--- src/rtl/counter191_sequencer_if.sv ---
// Requester-side job bus of the counter191 sequencer: job requests in,
// grants, completion pulses and results out.
interface counter191_sequencer_if #(
  parameter int STEPS_W = 8
);
  logic [1:0]         REQ;
  logic [3:0]         REQ_D0;
  logic [3:0]         REQ_D1;
  logic [1:0]         REQ_DIR;
  logic [STEPS_W-1:0] REQ_STEPS0;
  logic [STEPS_W-1:0] REQ_STEPS1;
  logic [1:0]         GNT;
  logic               BUSY;
  logic [1:0]         DONE;
  logic [3:0]         RESULT;
  logic               WRAP;

  modport master (
    output REQ, REQ_D0, REQ_D1, REQ_DIR, REQ_STEPS0, REQ_STEPS1,
    input  GNT, BUSY, DONE, RESULT, WRAP
  );

  modport slave (
    input  REQ, REQ_D0, REQ_D1, REQ_DIR, REQ_STEPS0, REQ_STEPS1,
    output GNT, BUSY, DONE, RESULT, WRAP
  );
endinterface

--- src/rtl/counter191_sequencer.sv ---
// Two-requester job sequencer driving a shared 74LS191-style counter.
// Define COUNTER191_FIXED_PRIORITY_EN for fixed priority (requester 0 wins ties).
module counter191_sequencer #(
  parameter int STEPS_W = 8
) (
  input  logic                   CLK,
  input  logic                   RESET_n,
  counter191_sequencer_if.slave  bus,
  output logic [3:0]             CNT_D,
  output logic                   CNT_LOAD_n,
  output logic                   CNT_CTEN_n,
  output logic                   CNT_DOWN_UP_n,
  input  logic [3:0]             CNT_Q,
  input  logic                   CNT_RCO_n
);

  typedef enum logic [1:0] {IDLE, LOAD, COUNT, FINISH} state_t;

  state_t             state_reg;
  logic [1:0]         gnt_reg;
  logic [1:0]         done_reg;
  logic               busy_reg;
  logic [3:0]         result_reg;
  logic               wrap_reg;
  logic               wrap_flag_reg;
  logic [3:0]         cnt_d_reg;
  logic               cnt_load_n_reg;
  logic               cnt_cten_n_reg;
  logic               cnt_down_up_n_reg;
  logic [STEPS_W-1:0] steps_reg;
  logic [STEPS_W-1:0] remaining_reg;
`ifndef COUNTER191_FIXED_PRIORITY_EN
  logic               last_reg;
`endif

  logic [3:0]         req_d     [2];
  logic [STEPS_W-1:0] req_steps [2];
  logic [1:0]         req_live;
  logic               pick_valid;
  logic               pick;

  assign req_d[0]     = bus.REQ_D0;
  assign req_d[1]     = bus.REQ_D1;
  assign req_steps[0] = bus.REQ_STEPS0;
  assign req_steps[1] = bus.REQ_STEPS1;

  // A requester that just finished is ignored while its DONE is high.
  genvar gi;
  generate
    for (gi = 0; gi < 2; gi++) begin : g_req
      assign req_live[gi] = bus.REQ[gi] & ~done_reg[gi];
    end
  endgenerate

  always_comb begin
    pick_valid = |req_live;
    pick       = 1'b0;
`ifdef COUNTER191_FIXED_PRIORITY_EN
    pick = ~req_live[0];
`else
    if (req_live == 2'b11) begin
      pick = ~last_reg;
    end else begin
      pick = ~req_live[0];
    end
`endif
  end

  always_ff @(posedge CLK or negedge RESET_n) begin
    if (!RESET_n) begin
      state_reg         <= IDLE;
      gnt_reg           <= 2'b00;
      done_reg          <= 2'b00;
      busy_reg          <= 1'b0;
      result_reg        <= 4'd0;
      wrap_reg          <= 1'b0;
      wrap_flag_reg     <= 1'b0;
      cnt_d_reg         <= 4'd0;
      cnt_load_n_reg    <= 1'b1;
      cnt_cten_n_reg    <= 1'b1;
      cnt_down_up_n_reg <= 1'b0;
      steps_reg         <= '0;
      remaining_reg     <= '0;
`ifndef COUNTER191_FIXED_PRIORITY_EN
      last_reg          <= 1'b1;
`endif
    end else begin
      done_reg <= 2'b00;
      case (state_reg)
        IDLE: begin
          if (pick_valid) begin
            gnt_reg           <= pick ? 2'b10 : 2'b01;
            busy_reg          <= 1'b1;
            cnt_d_reg         <= req_d[pick];
            cnt_down_up_n_reg <= bus.REQ_DIR[pick];
            steps_reg         <= req_steps[pick];
            cnt_load_n_reg    <= 1'b0;
            state_reg         <= LOAD;
`ifndef COUNTER191_FIXED_PRIORITY_EN
            last_reg          <= pick;
`endif
          end
        end
        LOAD: begin
          cnt_load_n_reg <= 1'b1;
          wrap_flag_reg  <= 1'b0;
          if (steps_reg == '0) begin
            state_reg <= FINISH;
          end else begin
            remaining_reg  <= steps_reg;
            cnt_cten_n_reg <= 1'b0;
            state_reg      <= COUNT;
          end
        end
        COUNT: begin
          // RCO low while enabled means the counter sits at its terminal count.
          if (!CNT_RCO_n) begin
            wrap_flag_reg <= 1'b1;
          end
          remaining_reg <= remaining_reg - 1'b1;
          if (remaining_reg == STEPS_W'(1)) begin
            cnt_cten_n_reg <= 1'b1;
            state_reg      <= FINISH;
          end
        end
        FINISH: begin
          result_reg <= CNT_Q;
          wrap_reg   <= wrap_flag_reg;
          done_reg   <= gnt_reg;
          gnt_reg    <= 2'b00;
          busy_reg   <= 1'b0;
          state_reg  <= IDLE;
        end
        default: state_reg <= IDLE;
      endcase
    end
  end

  assign bus.GNT       = gnt_reg;
  assign bus.BUSY      = busy_reg;
  assign bus.DONE      = done_reg;
  assign bus.RESULT    = result_reg;
  assign bus.WRAP      = wrap_reg;
  assign CNT_D         = cnt_d_reg;
  assign CNT_LOAD_n    = cnt_load_n_reg;
  assign CNT_CTEN_n    = cnt_cten_n_reg;
  assign CNT_DOWN_UP_n = cnt_down_up_n_reg;

endmodule

--- src/flat_wrapper.sv ---
// flat-port wrapper written by rule: the top's interface ports become plain ports
module counter191_sequencer_flat 
#(
  parameter int STEPS_W = 8
)
  (CLK, RESET_n, CNT_D, CNT_LOAD_n, CNT_CTEN_n, CNT_DOWN_UP_n, CNT_Q, CNT_RCO_n, bus_REQ, bus_REQ_D0, bus_REQ_D1, bus_REQ_DIR, bus_REQ_STEPS0, bus_REQ_STEPS1, bus_GNT, bus_BUSY, bus_DONE, bus_RESULT, bus_WRAP);
  counter191_sequencer_if #(.STEPS_W(STEPS_W)) bus_i ();
  input  logic CLK;
  input  logic RESET_n;
  output logic [3:0] CNT_D;
  output logic CNT_LOAD_n;
  output logic CNT_CTEN_n;
  output logic CNT_DOWN_UP_n;
  input  logic [3:0] CNT_Q;
  input  logic CNT_RCO_n;
  input wire logic [$bits(bus_i.REQ)-1:0] bus_REQ;
  input wire logic [$bits(bus_i.REQ_D0)-1:0] bus_REQ_D0;
  input wire logic [$bits(bus_i.REQ_D1)-1:0] bus_REQ_D1;
  input wire logic [$bits(bus_i.REQ_DIR)-1:0] bus_REQ_DIR;
  input wire logic [$bits(bus_i.REQ_STEPS0)-1:0] bus_REQ_STEPS0;
  input wire logic [$bits(bus_i.REQ_STEPS1)-1:0] bus_REQ_STEPS1;
  output wire logic [$bits(bus_i.GNT)-1:0] bus_GNT;
  output wire logic [$bits(bus_i.BUSY)-1:0] bus_BUSY;
  output wire logic [$bits(bus_i.DONE)-1:0] bus_DONE;
  output wire logic [$bits(bus_i.RESULT)-1:0] bus_RESULT;
  output wire logic [$bits(bus_i.WRAP)-1:0] bus_WRAP;
  assign bus_i.REQ = bus_REQ;
  assign bus_i.REQ_D0 = bus_REQ_D0;
  assign bus_i.REQ_D1 = bus_REQ_D1;
  assign bus_i.REQ_DIR = bus_REQ_DIR;
  assign bus_i.REQ_STEPS0 = bus_REQ_STEPS0;
  assign bus_i.REQ_STEPS1 = bus_REQ_STEPS1;
  assign bus_GNT = bus_i.GNT;
  assign bus_BUSY = bus_i.BUSY;
  assign bus_DONE = bus_i.DONE;
  assign bus_RESULT = bus_i.RESULT;
  assign bus_WRAP = bus_i.WRAP;
  counter191_sequencer #(.STEPS_W(STEPS_W)) u_core (.CLK(CLK), .RESET_n(RESET_n), .bus(bus_i), .CNT_D(CNT_D), .CNT_LOAD_n(CNT_LOAD_n), .CNT_CTEN_n(CNT_CTEN_n), .CNT_DOWN_UP_n(CNT_DOWN_UP_n), .CNT_Q(CNT_Q), .CNT_RCO_n(CNT_RCO_n));
endmodule
--- config.mk ---
export PLATFORM = sky130hd
export DESIGN_NAME = counter191_sequencer_flat
export DESIGN_NICKNAME = d
export VERILOG_FILES = /design/src/rtl/counter191_sequencer_if.sv /design/src/rtl/counter191_sequencer.sv /design/src/flat_wrapper.sv
export SDC_FILE = /design/constraint.sdc
export NUM_CORES = 1
export LEC_CHECK = 0
export CORE_MARGIN = 1
export CORE_UTILIZATION = 35
export DETAILED_ROUTE_END_ITERATION = 10
export GPL_ROUTABILITY_DRIVEN = 0
export PLACE_DENSITY = 0.62
export SLEW_MARGIN = 25
export SYNTH_ARGS = -nofsm -noshare
export SYNTH_HDL_FRONTEND = slang
export SYNTH_SLANG_ARGS = --single-unit
--- constraint.sdc ---
create_clock -name CLK -period 6.1 [get_ports CLK]
set_clock_uncertainty 0.2 [all_clocks]
set_input_delay 1.22 -clock CLK [delete_from_list [all_inputs] [get_ports CLK]]
set_output_delay 1.22 -clock CLK [all_outputs]
set_load 0.01 [all_outputs]
==> results.py <==
metrics = {
    "status": {
        "outcome": "finished, final reports clean",
    },
    "clock_network": {
        "clockRootBuffer": "clkbuf_8",
        "cts_tree": "yes",
        "clkSlewWorstSetupHoldPaths_ps": 70,
        "cts_hold_buf": 0,
        "post-cts-setup-buffers": 0,
        "htreeDepth": 2,
        "clock_path_buffers": 2,
        "cts.repair.resized": 0,
        "cts_sinks": 37,
        "numCtsBuffers": 5,
        "clkLatencyLatePin_ps": 280,
    },
    "worst_setup_path": {
        "required_ps": 6060,
        "crit_chain": "clkdlybuf4s50_1 -> nor2b_1 -> o21a_1 -> mux2i_1 -> o21ai_0",
        "crit_path_max_fanout": 16,
        "critPathKind": "in2reg",
        "cp-end-kind": "flip-flop",
        "critPathLaunchType": "input pin",
        "arrival_ps": 3000,
        "critical_path.max_stage_delay_ps": 700,
        "cp_slowest_cell": "o21a_1",
    },
    "sta": {
        "final-hold-violation-count": 0,
        "fin_ws_ps": 3060,
        "fin_crit_sh": 0.498,
        "timing.hold.ws_ps": 279,
        "worstMarginPinSlew_ps": 837,
        "timing.fmax_ghz": 0.329,
        "tns_ps": 0,
        "setup_viol": 0,
        "min_period_ps": 3040,
        "timing.slew.headroom": 0.442,
        "rsz0062_at_grt": "no",
        "maxSlewViolCount": 0,
    },
    "logic_synthesis": {
        "ys_seq_elements": 37,
        "synth_commonest_cells": "34 x dfrtp_1, 19 x nand2_1, 18 x o21ai_0",
        "syn_area_per_cell_sq_um": 10.2,
        "yosysWarnings": 0,
        "synth_cell_types": 41,
        "ys_seq_area_frac": 0.477,
        "syn-cell-area_sq_um": 1950,
        "synth_nets": 234,
        "synth_top_area_frac": 0.436,
        "synthFlopType": "dfrtp_1",
        "synthCells": 192,
        "synth.area.top_cells": "dfrtp_1 44%, mux2i_1 8.2%, o21ai_0 4.6%",
        "synth_edf_count": 0,
        "synth_most_common_cell": "dfrtp_1",
        "async_flop_share": 1.00,
        "yosysTopAreaCell": "dfrtp_1",
    },
    "floorplan": {
        "die_y_um": 76.7,
        "io_pins": 52,
        "die_area_sq_um": 5880,
        "rows": 26,
        "die_w_um": 76.7,
        "initial_core_util": 0.372,
        "core_sq_um": 5240,
    },
    "final_layout": {
        "fin_area_sq_um": 2590,
        "fillers": 529,
        "layout.nets": 283,
        "instances_no_fill": 311,
        "final_util": 0.494,
        "num_antenna_cells": 0,
        "drive_gt1_frac": 0.0954,
        "synthToLayoutAreaGrowth_pct": 32.7,
    },
    "placed_design": {
        "placedCellCount": 304,
        "postPlaceCellArea_sq_um": 2510,
        "post-dp-hpwl_um": 2890,
        "port_buffers": 51,
        "pre_cts_slack_ps": 2720,
    },
    "power": {
        "leakage_nw": 1.10,
        "powerDensity_nw_per_um2": 453,
        "vdd_drop_max_mv": 0.204,
        "finalPower_mw": 1.17,
    },
    "global_routing": {
        "overflow": 0,
        "grt_max_degree": 38,
        "grt_pass1_wl_um": 7050,
        "antenna_found_initial": 0,
        "grt_pass1_vias": 1558,
        "grt_use_total": 0.151,
    },
    "min_path": {
        "holdCritPathClass": "reg2reg",
    },
    "drt": {
        "via_per_inst": 5.00,
        "drt-initial-drc-count": 58,
        "wl_um": 4060,
        "drc": 0,
        "drt_pass1_iterations": 4,
        "wire_per_inst_um": 13.0,
        "postRouteAntennaNets": 0,
        "num_vias": 1555,
    },
    "job": {
        "drv_cap": 0,
    },
}
cells in the final DEF (no fill, tap or decap), types with 3 or more instances in the layout:
cell type,n
a21oi_1,11
a22o_1,3
clkbuf_8,5
clkdlybuf4s50_1,50
dfrtp_1,34
dfstp_2,3
ha_1,7
inv_1,10
mux2_2,6
mux2i_1,16
nand2_1,19
nand2b_1,4
nand3_1,4
nor2_1,11
nor3_1,4
o21ai_0,18
or4_1,3
report_power, final:
| part | leakage [nW] | internal (mW) | switching (mW) |
|---|---|---|---|
| Combinational | 0.610 | 0.285 | 0.267 |
| Sequential | 0.452 | 0.363 | 0.0936 |
| Clock | 0.0410 | 0.0777 | 0.0847 |
| Total | 1.10 | 0.726 | 0.445 |
area by class of cell:
type,instances,area [sq um],share of cell area
Clock buffer,6,72.6,0.0280
Clock inverter,1,5.00,0.00193
Inverter,10,37.5,0.0145
Multi-Input combinational cell,135,943,0.364
Sequential cell,37,930,0.359
Tap cell,70,87.6,0.0338
Timing Repair Buffer,52,513,0.198
logic make-up (layout without fill, tap and decap cells):
family,Yosys count,in the layout,synth area share
DFF,37,37,0.477
muxes,22,22,0.117
AOI/OAI and AO/OA,49,49,0.162
buffers and inverters,20,69,0.0398
adders and majority gates,7,7,0.0449
and+or+nand+nor,57,57,0.160
worst paths after layout:
kind / start / to / slack (ps) / cells past startpoint
setup / recovery: bus_REQ[0] / u_core.steps_reg[7]$_DFFE_PN0P_ / 3060 / 5
hold / removal: u_core.CNT_D[0]$_DFFE_PN0P_ / u_core.CNT_D[0]$_DFFE_PN0P_ / 280 / 2
setup reg to reg: u_core.state_reg[0]$_DFFE_PN0P_ / u_core.remaining_reg[5]$_DFFE_PN0P_ / 3460 / 6
hold reg to reg: u_core.CNT_D[0]$_DFFE_PN0P_ / u_core.CNT_D[0]$_DFFE_PN0P_ / 280 / 2
max in group asynchronous: RESET_n / u_core.remaining_reg[5]$_DFFE_PN0P_ / 4340 / 1
min in group asynchronous: RESET_n / u_core.state_reg[1]$_DFFE_PN0P_ / 840 / 1
per-layer routing:
| metal | GRT usage | part of all wire |
|---|---|---|
| met3 | 0.0536 | 0.070 |
| met1 | 0.194 | 0.49 |
| met5 | 0 | 0 |
| met4 | 0.0462 | 0.0094 |
| met2 | 0.237 | 0.43 |
worst max-delay path, delay by kind of cell:
family                 cells  cell delay (ps)
AO/OA/AOI/OAI              2              790
buffers and inverters      1              480
multiplexers               1              270
AND/OR/NAND/NOR            1              240
(Power assumes the default switching activity.)
==> RTL edit (config.mk and constraints unchanged) <==
`STEPS_W` is set to 8 in 3 places; all go to 12.
--- a/src/rtl/counter191_sequencer_if.sv
+++ b/src/rtl/counter191_sequencer_if.sv
@@ -1,7 +1,7 @@
 // Requester-side job bus of the counter191 sequencer: job requests in,
 // grants, completion pulses and results out.
 interface counter191_sequencer_if #(
-  parameter int STEPS_W = 8
+  parameter int STEPS_W = 12
 );
   logic [1:0]         REQ;
   logic [3:0]         REQ_D0;
--- a/src/rtl/counter191_sequencer.sv
+++ b/src/rtl/counter191_sequencer.sv
@@ -1,7 +1,7 @@
 // Two-requester job sequencer driving a shared 74LS191-style counter.
 // Define COUNTER191_FIXED_PRIORITY_EN for fixed priority (requester 0 wins ties).
 module counter191_sequencer #(
-  parameter int STEPS_W = 8
+  parameter int STEPS_W = 12
 ) (
   input  logic                   CLK,
   input  logic                   RESET_n,
--- a/src/flat_wrapper.sv
+++ b/src/flat_wrapper.sv
@@ -1,7 +1,7 @@
 // flat-port wrapper written by rule: the top's interface ports become plain ports
 module counter191_sequencer_flat 
 #(
-  parameter int STEPS_W = 8
+  parameter int STEPS_W = 12
 )
   (CLK, RESET_n, CNT_D, CNT_LOAD_n, CNT_CTEN_n, CNT_DOWN_UP_n, CNT_Q, CNT_RCO_n, bus_REQ, bus_REQ_D0, bus_REQ_D1, bus_REQ_DIR, bus_REQ_STEPS0, bus_REQ_STEPS1, bus_GNT, bus_BUSY, bus_DONE, bus_RESULT, bus_WRAP);
   counter191_sequencer_if #(.STEPS_W(STEPS_W)) bus_i ();
Interface: changed (resized bus_REQ_STEPS0 and bus_REQ_STEPS1); port bits go from 52 to 60. No check against the original RTL was run, so the function may have changed too.
==> RTL edit against the unedited design <==
- the flow now finishes with violations (design-rule violations)
- count of clock-buffer cells in the layout unchanged
- sequential cell count rose by 8
- via count is 30% higher
- register-to-register slack gained 0.17 ns
- synthesized area rose by 25%
- combinational power rose by 30%
- worst hold slack better by 0.0063 ns
- power rose by 30%
- maximum frequency grew 1.1%
- non-clock buffer count increased by 9
- cell area grew 23%
- worst setup slack better by 0.034 ns
- routed wire length grew 31%
- cell count grew 22%
- critical path type unchanged
==> RTL edit: results (changes against the unedited design) <==
status finished, violations left; failing checks design-rule violations; First-pass DRT Iterations 7 (+3); CP Data Arrival Time 2.96 ns (-0.04 ns); Seq/Total Area, Yosys 46.4% (-1.3 points); number of global-route vias before repair 1913 (+23%); Clk Latency, worst-skew pair 0.30 ns (+0.02 ns); RR Startpoint u_core.state_reg[1]$_DFFE_PN0P_; syn_nets 292 (+25%); DRT iter0 DRCs 91 (+57%); DRT Wirelength 5320 microns (+31%); worst slew pin tran 0.734 ns (-0.103 ns); Synth area leaders dfrtp_1, mux2i_1, o21ai_0, ha_1, nand2_1; Cell Count, Final, Fillers Out 379 (+22%); Cell Count Post-Placement 371 (+22%); synth unique cells 46 (+12%); Final #Nets 348 (+23%); VDD IR-drop max 0.000185 V (-9.2%); Post-DP Area 3070 sq um (+22%); Commonest cells post-synth dfrtp_1, o21ai_0, nand2_1; hold path start u_core.last_reg$_DFFE_PN1P_; pre-CTS setup slack 2.43 ns (-0.295 ns); crit path max fanout 20 (+4); placed wire-length estimate 3810 microns (+32%); clock-pin slew on the worst setup and hold paths 0.09 ns (+0.02 ns); DRC 1 (+1)
-- RTL edit: cell families after synthesis --
group                      after synthesis  synth area share, %
buffers and inverters                   21                 4.52
DFF                                     45                 46.4
adders and majority gates                7                 3.59
AOI/OAI and AO/OA                       70                 18.6
and+or+nand+nor                         73                 15.9
muxes                                   26                 11.0
-- RTL edit: cell type report --
class                   instances  area (sq um)
clock buffers                   6          82.6
clock inverters                 2          37.5
fillers                       669          3560
inverters                       9          33.8
multi-input cells             176          1210
flip-flops and latches         45          1130
well taps                      80           100
repair buffers                 61           601
-- RTL edit: power groups by stage --
stage	registers (mW)	logic, mW	clock network (mW)
final	0.572	0.717	0.235
after floorplan	0.565	0.493	0
after global placement	0.574	0.712	0
after CTS	0.573	0.726	0.244
after global routing	0.599	0.807	0.254
after detailed placement	0.575	0.725	0
-- RTL edit: path summary, 6_finish.rpt --
kind | to | slack [ns]
min in group asynchronous | u_core.bus.DONE[1]$_DFF_PN0_ | 0.80
worst min register to register | u_core.last_reg$_DFFE_PN1P_ | 0.29
worst max-delay path | u_core.steps_reg[11]$_DFFE_PN0P_ | 3.10
worst max register to register | u_core.remaining_reg[3]$_DFFE_PN0P_ | 3.63
max in group asynchronous | u_core.remaining_reg[1]$_DFFE_PN0P_ | 4.51
worst min-delay path | u_core.last_reg$_DFFE_PN1P_ | 0.29
-- RTL edit: worst max-delay path, stage by stage --
cell and delay (ns):
clkdlybuf4s50_1 0.47, nor2b_1 0.34, o21a_2 0.58, mux2i_1 0.26, o21ai_0 0.09
-- RTL edit: layer usage --
metal / up-vias / track usage [%] / part of all wire, %
met4: 0 / 3.64 / 0.47
li1: 993 / - / -
met2: 52 / 25.2 / 46
met5: - / 0 / 0
met1: 980 / 22.8 / 49
met3: 3 / 3.02 / 4.4
